[src/rtl/instr_encoder.sv]
// Program loader: turns a one-hot mnemonic plus operand fields into decoder
// instruction bytes and streams them into instruction RAM at an auto-incrementing pointer.
module instr_encoder #(
    parameter int AW = 8
) (
    input  logic          CLK,
    input  logic          RST_N,
    input  logic          START,
    input  logic          VALID,
    output logic          READY,
    input  logic [15:0]   OP,
    input  logic [1:0]    RD,
    input  logic [1:0]    RS,
    input  logic [7:0]    IMM,
    output logic          MEM_WE,
    output logic [AW-1:0] MEM_ADDR,
    output logic [7:0]    MEM_DATA,
    output logic [AW:0]   COUNT,
    output logic          FULL,
    output logic          DONE,
    output logic          ERR,
    output logic [1:0]    ERR_CODE
);

    localparam logic [1:0] S_IDLE   = 2'd0;
    localparam logic [1:0] S_WR_OP  = 2'd1;
    localparam logic [1:0] S_WR_IMM = 2'd2;

    localparam logic [AW:0] CAP = {1'b1, {AW{1'b0}}};

    localparam logic [1:0] E_NONE   = 2'b00;
    localparam logic [1:0] E_ONEHOT = 2'b01;
    localparam logic [1:0] E_OPERND = 2'b10;
    localparam logic [1:0] E_SPACE  = 2'b11;

    logic [1:0]    state_q, state_d;
    logic [AW:0]   ptr_q, ptr_d;
    logic          we_q, we_d;
    logic [AW-1:0] addr_q, addr_d;
    logic [7:0]    data_q, data_d;
    logic [7:0]    imm_q, imm_d;
    logic          jump_q, jump_d;
    logic          halt_q, halt_d;
    logic          done_q, done_d;
    logic          err_q, err_d;
    logic [1:0]    code_q, code_d;

    logic          onehot, is_jump, illegal, no_room, accept;
    logic [AW:0]   free_bytes;
    logic [7:0]    enc;

    assign FULL     = (ptr_q == CAP);
    assign READY    = (state_q == S_IDLE) && !FULL && !done_q && !START;
    assign accept   = VALID && READY;
    assign MEM_WE   = we_q;
    assign MEM_ADDR = addr_q;
    assign MEM_DATA = data_q;
    assign COUNT    = ptr_q;
    assign DONE     = done_q;
    assign ERR      = err_q;
    assign ERR_CODE = code_q;

    assign onehot     = (OP != 16'd0) && ((OP & (OP - 16'd1)) == 16'd0);
    assign is_jump    = |OP[11:9];
    // MOVA/MOVB/MOVC share opcode 1100; the 11 field values are what tell them apart
    assign illegal    = (OP[0] && (RD == 2'b11 || RS == 2'b11)) ||
                        (OP[1] && RS == 2'b11) ||
                        (OP[2] && RD == 2'b11);
    assign free_bytes = CAP - ptr_q;
    assign no_room    = is_jump && (free_bytes < (AW+1)'(2));

    always_comb begin
        enc = 8'h00;
        case (1'b1)
            OP[0]:   enc = {4'b1100, RD, RS};
            OP[1]:   enc = {4'b1100, 2'b11, RS};
            OP[2]:   enc = {4'b1100, RD, 2'b11};
            OP[3]:   enc = {4'b1001, RD, RS};
            OP[4]:   enc = {4'b0110, RD, RS};
            OP[5]:   enc = {4'b1011, RD, RS};
            OP[6]:   enc = {4'b0101, RD, 2'b00};
            OP[7]:   enc = {4'b1010, RD, 2'b00};
            OP[8]:   enc = {4'b1010, RD, 2'b11};
            OP[9]:   enc = 8'h30;
            OP[10]:  enc = 8'h31;
            OP[11]:  enc = 8'h32;
            OP[12]:  enc = {4'b0010, RD, 2'b00};
            OP[13]:  enc = {4'b0100, 2'b00, RS};
            OP[14]:  enc = 8'h70;
            OP[15]:  enc = 8'h80;
            default: enc = 8'h00;
        endcase
    end

    always_comb begin
        state_d = state_q;
        ptr_d   = ptr_q;
        we_d    = we_q;
        addr_d  = addr_q;
        data_d  = data_q;
        imm_d   = imm_q;
        jump_d  = jump_q;
        halt_d  = halt_q;
        done_d  = done_q;
        err_d   = 1'b0;
        code_d  = code_q;
        case (state_q)
            S_IDLE: begin
                if (START) begin
                    ptr_d  = '0;
                    done_d = 1'b0;
                    code_d = E_NONE;
                end else if (accept) begin
                    if (!onehot) begin
                        err_d  = 1'b1;
                        code_d = E_ONEHOT;
                    end else if (illegal) begin
                        err_d  = 1'b1;
                        code_d = E_OPERND;
                    end else if (no_room) begin
                        err_d  = 1'b1;
                        code_d = E_SPACE;
                    end else begin
                        code_d  = E_NONE;
                        we_d    = 1'b1;
                        addr_d  = ptr_q[AW-1:0];
                        data_d  = enc;
                        imm_d   = IMM;
                        jump_d  = is_jump;
                        halt_d  = OP[15];
                        state_d = S_WR_OP;
                    end
                end
            end
            S_WR_OP: begin
                ptr_d = ptr_q + (AW+1)'(1);
                if (halt_q) done_d = 1'b1;
                if (jump_q) begin
                    // room for both bytes was checked at accept, so this cannot wrap
                    we_d    = 1'b1;
                    addr_d  = ptr_q[AW-1:0] + AW'(1);
                    data_d  = imm_q;
                    state_d = S_WR_IMM;
                end else begin
                    we_d    = 1'b0;
                    state_d = S_IDLE;
                end
            end
            S_WR_IMM: begin
                ptr_d   = ptr_q + (AW+1)'(1);
                we_d    = 1'b0;
                state_d = S_IDLE;
            end
            default: begin
                we_d    = 1'b0;
                state_d = S_IDLE;
            end
        endcase
    end

    always_ff @(posedge CLK or negedge RST_N) begin
        if (!RST_N) begin
            state_q <= S_IDLE;
            ptr_q   <= '0;
            we_q    <= 1'b0;
            addr_q  <= '0;
            data_q  <= 8'h00;
            imm_q   <= 8'h00;
            jump_q  <= 1'b0;
            halt_q  <= 1'b0;
            done_q  <= 1'b0;
            err_q   <= 1'b0;
            code_q  <= E_NONE;
        end else begin
            state_q <= state_d;
            ptr_q   <= ptr_d;
            we_q    <= we_d;
            addr_q  <= addr_d;
            data_q  <= data_d;
            imm_q   <= imm_d;
            jump_q  <= jump_d;
            halt_q  <= halt_d;
            done_q  <= done_d;
            err_q   <= err_d;
            code_q  <= code_d;
        end
    end

endmodule
[config.mk]
export PLATFORM = sky130hd
export DESIGN_NAME = instr_encoder
export DESIGN_NICKNAME = d
export VERILOG_FILES = /design/src/rtl/instr_encoder.sv
export SDC_FILE = /design/constraint.sdc
export NUM_CORES = 1
export LEC_CHECK = 0
export CAP_MARGIN = 10
export CORE_MARGIN = 2
export CORE_UTILIZATION = 40
export CTS_CLUSTER_DIAMETER = 30
export CTS_CLUSTER_SIZE = 20
export DETAILED_ROUTE_END_ITERATION = 6
export MAX_ROUTING_LAYER = met4
export PLACE_DENSITY = 0.66
export SKIP_LAST_GASP = 1
export SLEW_MARGIN = 20
export SYNTH_ARGS = -nofsm -noshare
export SYNTH_HDL_FRONTEND = slang
export SYNTH_SLANG_ARGS = --single-unit
[constraint.sdc]
create_clock -name CLK -period 7.35 [get_ports CLK]
set_clock_uncertainty 0.2 [all_clocks]
set_input_delay 1.1025 -clock CLK [delete_from_list [all_inputs] [get_ports CLK]]
set_output_delay 1.1025 -clock CLK [all_outputs]
set_load 0.1 [all_outputs]
* After elaboration in Yosys (flattened, before gate mapping)
Index checks and enable logic that the tools add are counted.
** Operators by class
- Add/subtract/negate cells :: 4
- Magnitude comparators :: 1
- Equal/unequal tests :: 13
- Mux-type cells :: 60
- Bitwise logic cells :: 4
- Reductions and logical operators :: 29
** Operators with widths (count)
- $mux W8 :: 28
- $pmux W8 S2 :: 2
- $mux W2 :: 11
- $pmux W9 S2 :: 1
- $and A16 B16 Y16 :: 1
- $logic_not A16 Y1 :: 1
- $ne A2 B2 Y1 const B :: 8
- $reduce_bool A16 Y1 :: 1
- $sub A16 B1 Y16 const B :: 1
- $mux W1 :: 14
- $add A9 B1 Y9 const B :: 1
- $eq A9 B9 Y1 const B :: 1
- $logic_and A1 B1 Y1 :: 9
- $lt A9 B2 Y1 const B :: 1
- $mux W9 :: 1
- $sub A9 B9 Y9 const A :: 1
- $add A8 B1 Y8 const B :: 1
- $reduce_and A7 Y1 :: 1
- $eq A2 B2 Y1 const B :: 3
- $reduce_and A6 Y1 :: 1
- $reduce_bool A2 Y1 :: 3
- $reduce_and A5 Y1 :: 1
- $pmux W1 S2 :: 2
- $pmux W2 S2 :: 1
- other kinds (9) :: 16
** Word-level totals
- Register bits after elaboration :: 42
- Input port bits :: 32
- Output and inout bits :: 32

* Depth between registers and ports, before layout
- Depth after elaboration :: 22
- Depth in mapped cells :: 14

* Least setup slack after synthesis
OpenSTA, ideal clock, no wires.
- Kind :: reg-to-reg
- From :: register ptr_q[0], in the netlist COUNT[0]
- To :: register imm_q[2]
- Arrival time :: 6.151 ns
- Required time :: 7.025 ns
- Setup slack :: 0.874 ns
- Cell stages (with the launch flop) :: 14
- Period minus slack after synthesis :: 6.476 ns
- Cell sequence :: dfrtp_1 > buf_2 > inv_1 > ha_1 > or4b_1 > nor4_1 > ha_1 > nor3_1 > nand2_1 > nor3_1 > and3_1 > buf_6 > buf_6 > mux2_2
** Between the ends
- Cells in the longest elaborated chain, start to end :: 7
** Ends and longest elaborated chain
- start, declared :: line 37 : logic [AW:0] ptr_q, ptr_d;
- start signal, assigned :: line 176 : ptr_q <= ptr_d;
- $eq A9 B9 Y1 :: line 52 : assign FULL = (ptr_q == CAP);
- net FULL :: line 19 : output logic FULL,
- $logic_not A1 Y1 :: line 53 : assign READY = (state_q == S_IDLE) && !FULL && !done_q && !START;
- $logic_and A1 B1 Y1 (3 in a row) :: line 53
- net READY :: line 10 : output logic READY,
- $logic_and A1 B1 Y1 :: line 54 : assign accept = VALID && READY;
- $reduce_and A6 Y1 (no source line)
- end signal, assigned :: line 180 : imm_q <= imm_d;
- end, declared :: line 41 : logic [7:0] imm_q, imm_d;
The timed path passes the listed nets, and every way through them passes these cells.
A chain may end at the register's enable or synchronous reset.

* Worst setup path after layout
- From :: input port START
- To :: output port READY
** Between the ends
- Cells in the longest elaborated chain, start to end :: 2
** Ends and longest elaborated chain
- start, declared :: line 8 : input logic START,
- $logic_not A1 Y1 :: line 53
- $logic_and A1 B1 Y1 :: line 53
- end, declared :: line 10
Every way passes these cells.

==> impl_metrics.env <==
export IMPL_status="completed"
export IMPL_maxCapViolCount=0
export IMPL_grt_pass1_wl_um=12400
export IMPL_pwr_share_seq=0.486
export IMPL_cts_tree="yes"
export IMPL_grt_pass1_vias=2407
export IMPL_die_x_um=87.8
export IMPL_port_buffers=63
export IMPL_area_delta_synth_final_pct=27.1
export IMPL_p_leak_nw=1.48
export IMPL_antenna_found_initial=0
export IMPL_syn_num_nets=360
export IMPL_gp_congestion=0.966
export IMPL_grt_max_degree=43
export IMPL_vias=2554
export IMPL_cts_sinks=42
export IMPL_netlist_instances=323
export IMPL_first_iter_violations=137
export IMPL_ctsHoldBuffers=0
export IMPL_worstPathRequired_ps=6050
export IMPL_fin_tns_setup_ps=0
export IMPL_rows=30
export IMPL_drt_pass1_iterations=4
export IMPL_crit_path_max_fanout=6
export IMPL_ys_types=54
export IMPL_place_ws_ps=2440
export IMPL_grtUsageTotal=0.214
export IMPL_crit_path_frequent_cell="clkdlybuf4s50_1"
export IMPL_synthTopCellsByCount="dfrtp_1, nand2_1, nor2_1, o21ai_0"
export IMPL_drive_above_1_share=0.120
export IMPL_ctsResizeCount=0
export IMPL_criticalPathCategory="in2out"
export IMPL_seq_area_frac_synth=0.374
export IMPL_final_util=0.526
export IMPL_max_stage_delay_ps=1210
export IMPL_clkLatencyLatePin_ps=300
export IMPL_min_period_over_period=0.635
export IMPL_startpoint_type="input port"
export IMPL_drc_errors=0
export IMPL_synth_top_area_frac=0.374
export IMPL_antenna_cells=0
export IMPL_die_area_mm2=0.00771
export IMPL_fillers=636
export IMPL_internal_power_uw=354
export IMPL_wl_per_cell_um=15.8
export IMPL_clockBufferDepth=2
export IMPL_yosysWarnings=0
export IMPL_setup_ws_ps=2680
export IMPL_critPathTopFamily="buffers and inverters"
export IMPL_slew_headroom=0.344
export IMPL_grt_ovfl_total=0
export IMPL_synth_top_flop_cell="dfrtp_1"
export IMPL_worstSetupEndpointType="output port"
export IMPL_core_area_mm2=0.00679
export IMPL_pwr_share_clk=0.367
export IMPL_p_per_area_mw_per_mm2=135
export IMPL_yosys_area_top_type="dfrtp_1"
export IMPL_synth_edf_count=0
export IMPL_syn_area_mm2=0.00281
export IMPL_finalSetupViolCount=0
export IMPL_wl_um=7460
export IMPL_p_switching_uw=127
export IMPL_synth_seq_cells=42
export IMPL_crit_chain="clkdlybuf4s50_1, nand2b_1, nor3_1, clkdlybuf4s50_1"
export IMPL_dieHeight_um=87.8
export IMPL_ir_drop_mv=0.123
export IMPL_placed_cell_area_mm2=0.00346
export IMPL_rsz0062_at_grt="false"
export IMPL_drv_slew=0
export IMPL_min_period_ps=4670
export IMPL_hpwlAfterDp_um=5680
export IMPL_post_cts_setup_buffer_count=0
export IMPL_avgSynthCellArea_um2=8.70
export IMPL_cp_num_buf_inv=2
export IMPL_cts_root_buffer="clkbuf_8"
export IMPL_total_power_uw=481
export IMPL_nets=411
export IMPL_tightest_slew_ps=981
export IMPL_ys_top_cells_by_area="dfrtp_1, mux2_2, nand2_1, o21ai_0, nor2_1"
export IMPL_hold_path_class="reg2reg"
export IMPL_io_pins=64
export IMPL_comb_power_share=0.147
export IMPL_postRouteAntennaNets=0
export IMPL_clkSlewWorstSetupHoldPaths_ps=70
export IMPL_fmax_ghz=0.214
export IMPL_htreeDepth=2
export IMPL_post_route_cell_area_mm2=0.00357
export IMPL_avgViaCountPerCell=5.42
export IMPL_finalHoldViolCount=0
export IMPL_start_util=0.414
export IMPL_switching_share=0.265
export IMPL_cts_buffers=5
export IMPL_crit_arrival_ps=3370
export IMPL_synthArstFlopShare=1.00
export IMPL_worst_path_max_delay_cell="clkdlybuf4s50_1"
## cell type report
type,instances,area [um^2],area share
inverter,16,60.1,0.0168
multi-input combinational,245,1600,0.448
timing repair buffer,64,633,0.177
sequential,42,1050,0.294
tap,96,120,0.0336
clock buffer,8,110,0.0308
## kinds of logic (layout without fill, tap and decap cells)
group                    count (synthesis)  in the layout  share of synthesized area
AO/OA/AOI/OAI                           87             87                      0.219
XOR/XNOR                                12             12                     0.0374
adder cells (fa/ha/maj)                  6              6                     0.0263
buffers and inverters                   36             88                     0.0574
flip-flops                              42             42                      0.374
multiplexers                            17             17                     0.0676
AND/OR/NAND/NOR                        123            123                      0.219
## metrics by stage
| step | hold slack (ps) | instances |
|---|---|---|
| after floorplan | 250 | 323 |
| after global routing | 332 | 471 |
| after CTS | 298 | 471 |
| after global placement | 264 | 463 |
| after detailed placement | 280 | 463 |
| final | 286 | 471 |
## worst reg2reg max path, stage by stage, from the launching register on
cell,delay (ps)
dfrtp_1,490
inv_1,120
ha_1,210
or4b_1,480
nor4_1,200
ha_1,270
or3_1,360
a2111oi_1,630
nor3_1,210
and3_1,460
o32ai_1,360
a21oi_1,60
## placed cells by master (no fill, tap or decap), drive strengths merged, types with 5 or more instances in the layout
| master | instances |
|---|---|
| clkdlybuf4s50 | 62 |
| nand2 | 43 |
| dfrtp | 42 |
| nor2 | 24 |
| o21ai | 24 |
| inv | 16 |
| mux2 | 16 |
| nor3 | 15 |
| a21oi | 12 |
| nand3 | 12 |
| xnor2 | 9 |
| a22o | 8 |
| clkbuf | 8 |
| o22ai | 7 |
| o221a | 7 |
| nand4 | 6 |
| nor4 | 5 |
| a21o | 5 |
| ha | 5 |
## layer usage
| layer | track usage | up-vias | wire length [um] |
|---|---|---|---|
| li1 | - | 1294 | - |
| met3 | 0.0330 | 10 | 343 |
| met2 | 0.309 | 69 | 3350 |
| met4 | 0.0657 | 0 | 132 |
| met5 | - | - | 0 |
| met1 | 0.308 | 1181 | 3630 |
## state kept, by name, summed over array words and instances, names as in the netlist, 2 cells and up
register and cells:
COUNT 9, MEM_DATA 8, state_q 2, imm_q 8, MEM_ADDR 8, ERR_CODE 2
## power groups by stage
stage | combinational [mW] | clock, mW | sequential, mW
detailed placement | 0.0711 | 0 | 0.238
global route | 0.0770 | 0.189 | 0.234
global placement | 0.0712 | 0 | 0.239
floorplan | 0.0227 | 0 | 0.251
CTS | 0.0714 | 0.181 | 0.234
finish | 0.0707 | 0.177 | 0.234
## worst paths after layout
check | start | end | slack [ps] | cells past startpoint
min | state_q[1] | state_q[1] | 290 | 2
max reg2reg | COUNT[0] | MEM_ADDR[1] | 3170 | 11
max in group asynchronous | RST_N | imm_q[1] | 5630 | 1
min in group asynchronous | RST_N | MEM_ADDR[6] | 740 | 1
min reg2reg | state_q[1] | state_q[1] | 290 | 2
max | START | READY | 2680 | 4
Power figures use the tool's default switching activity.
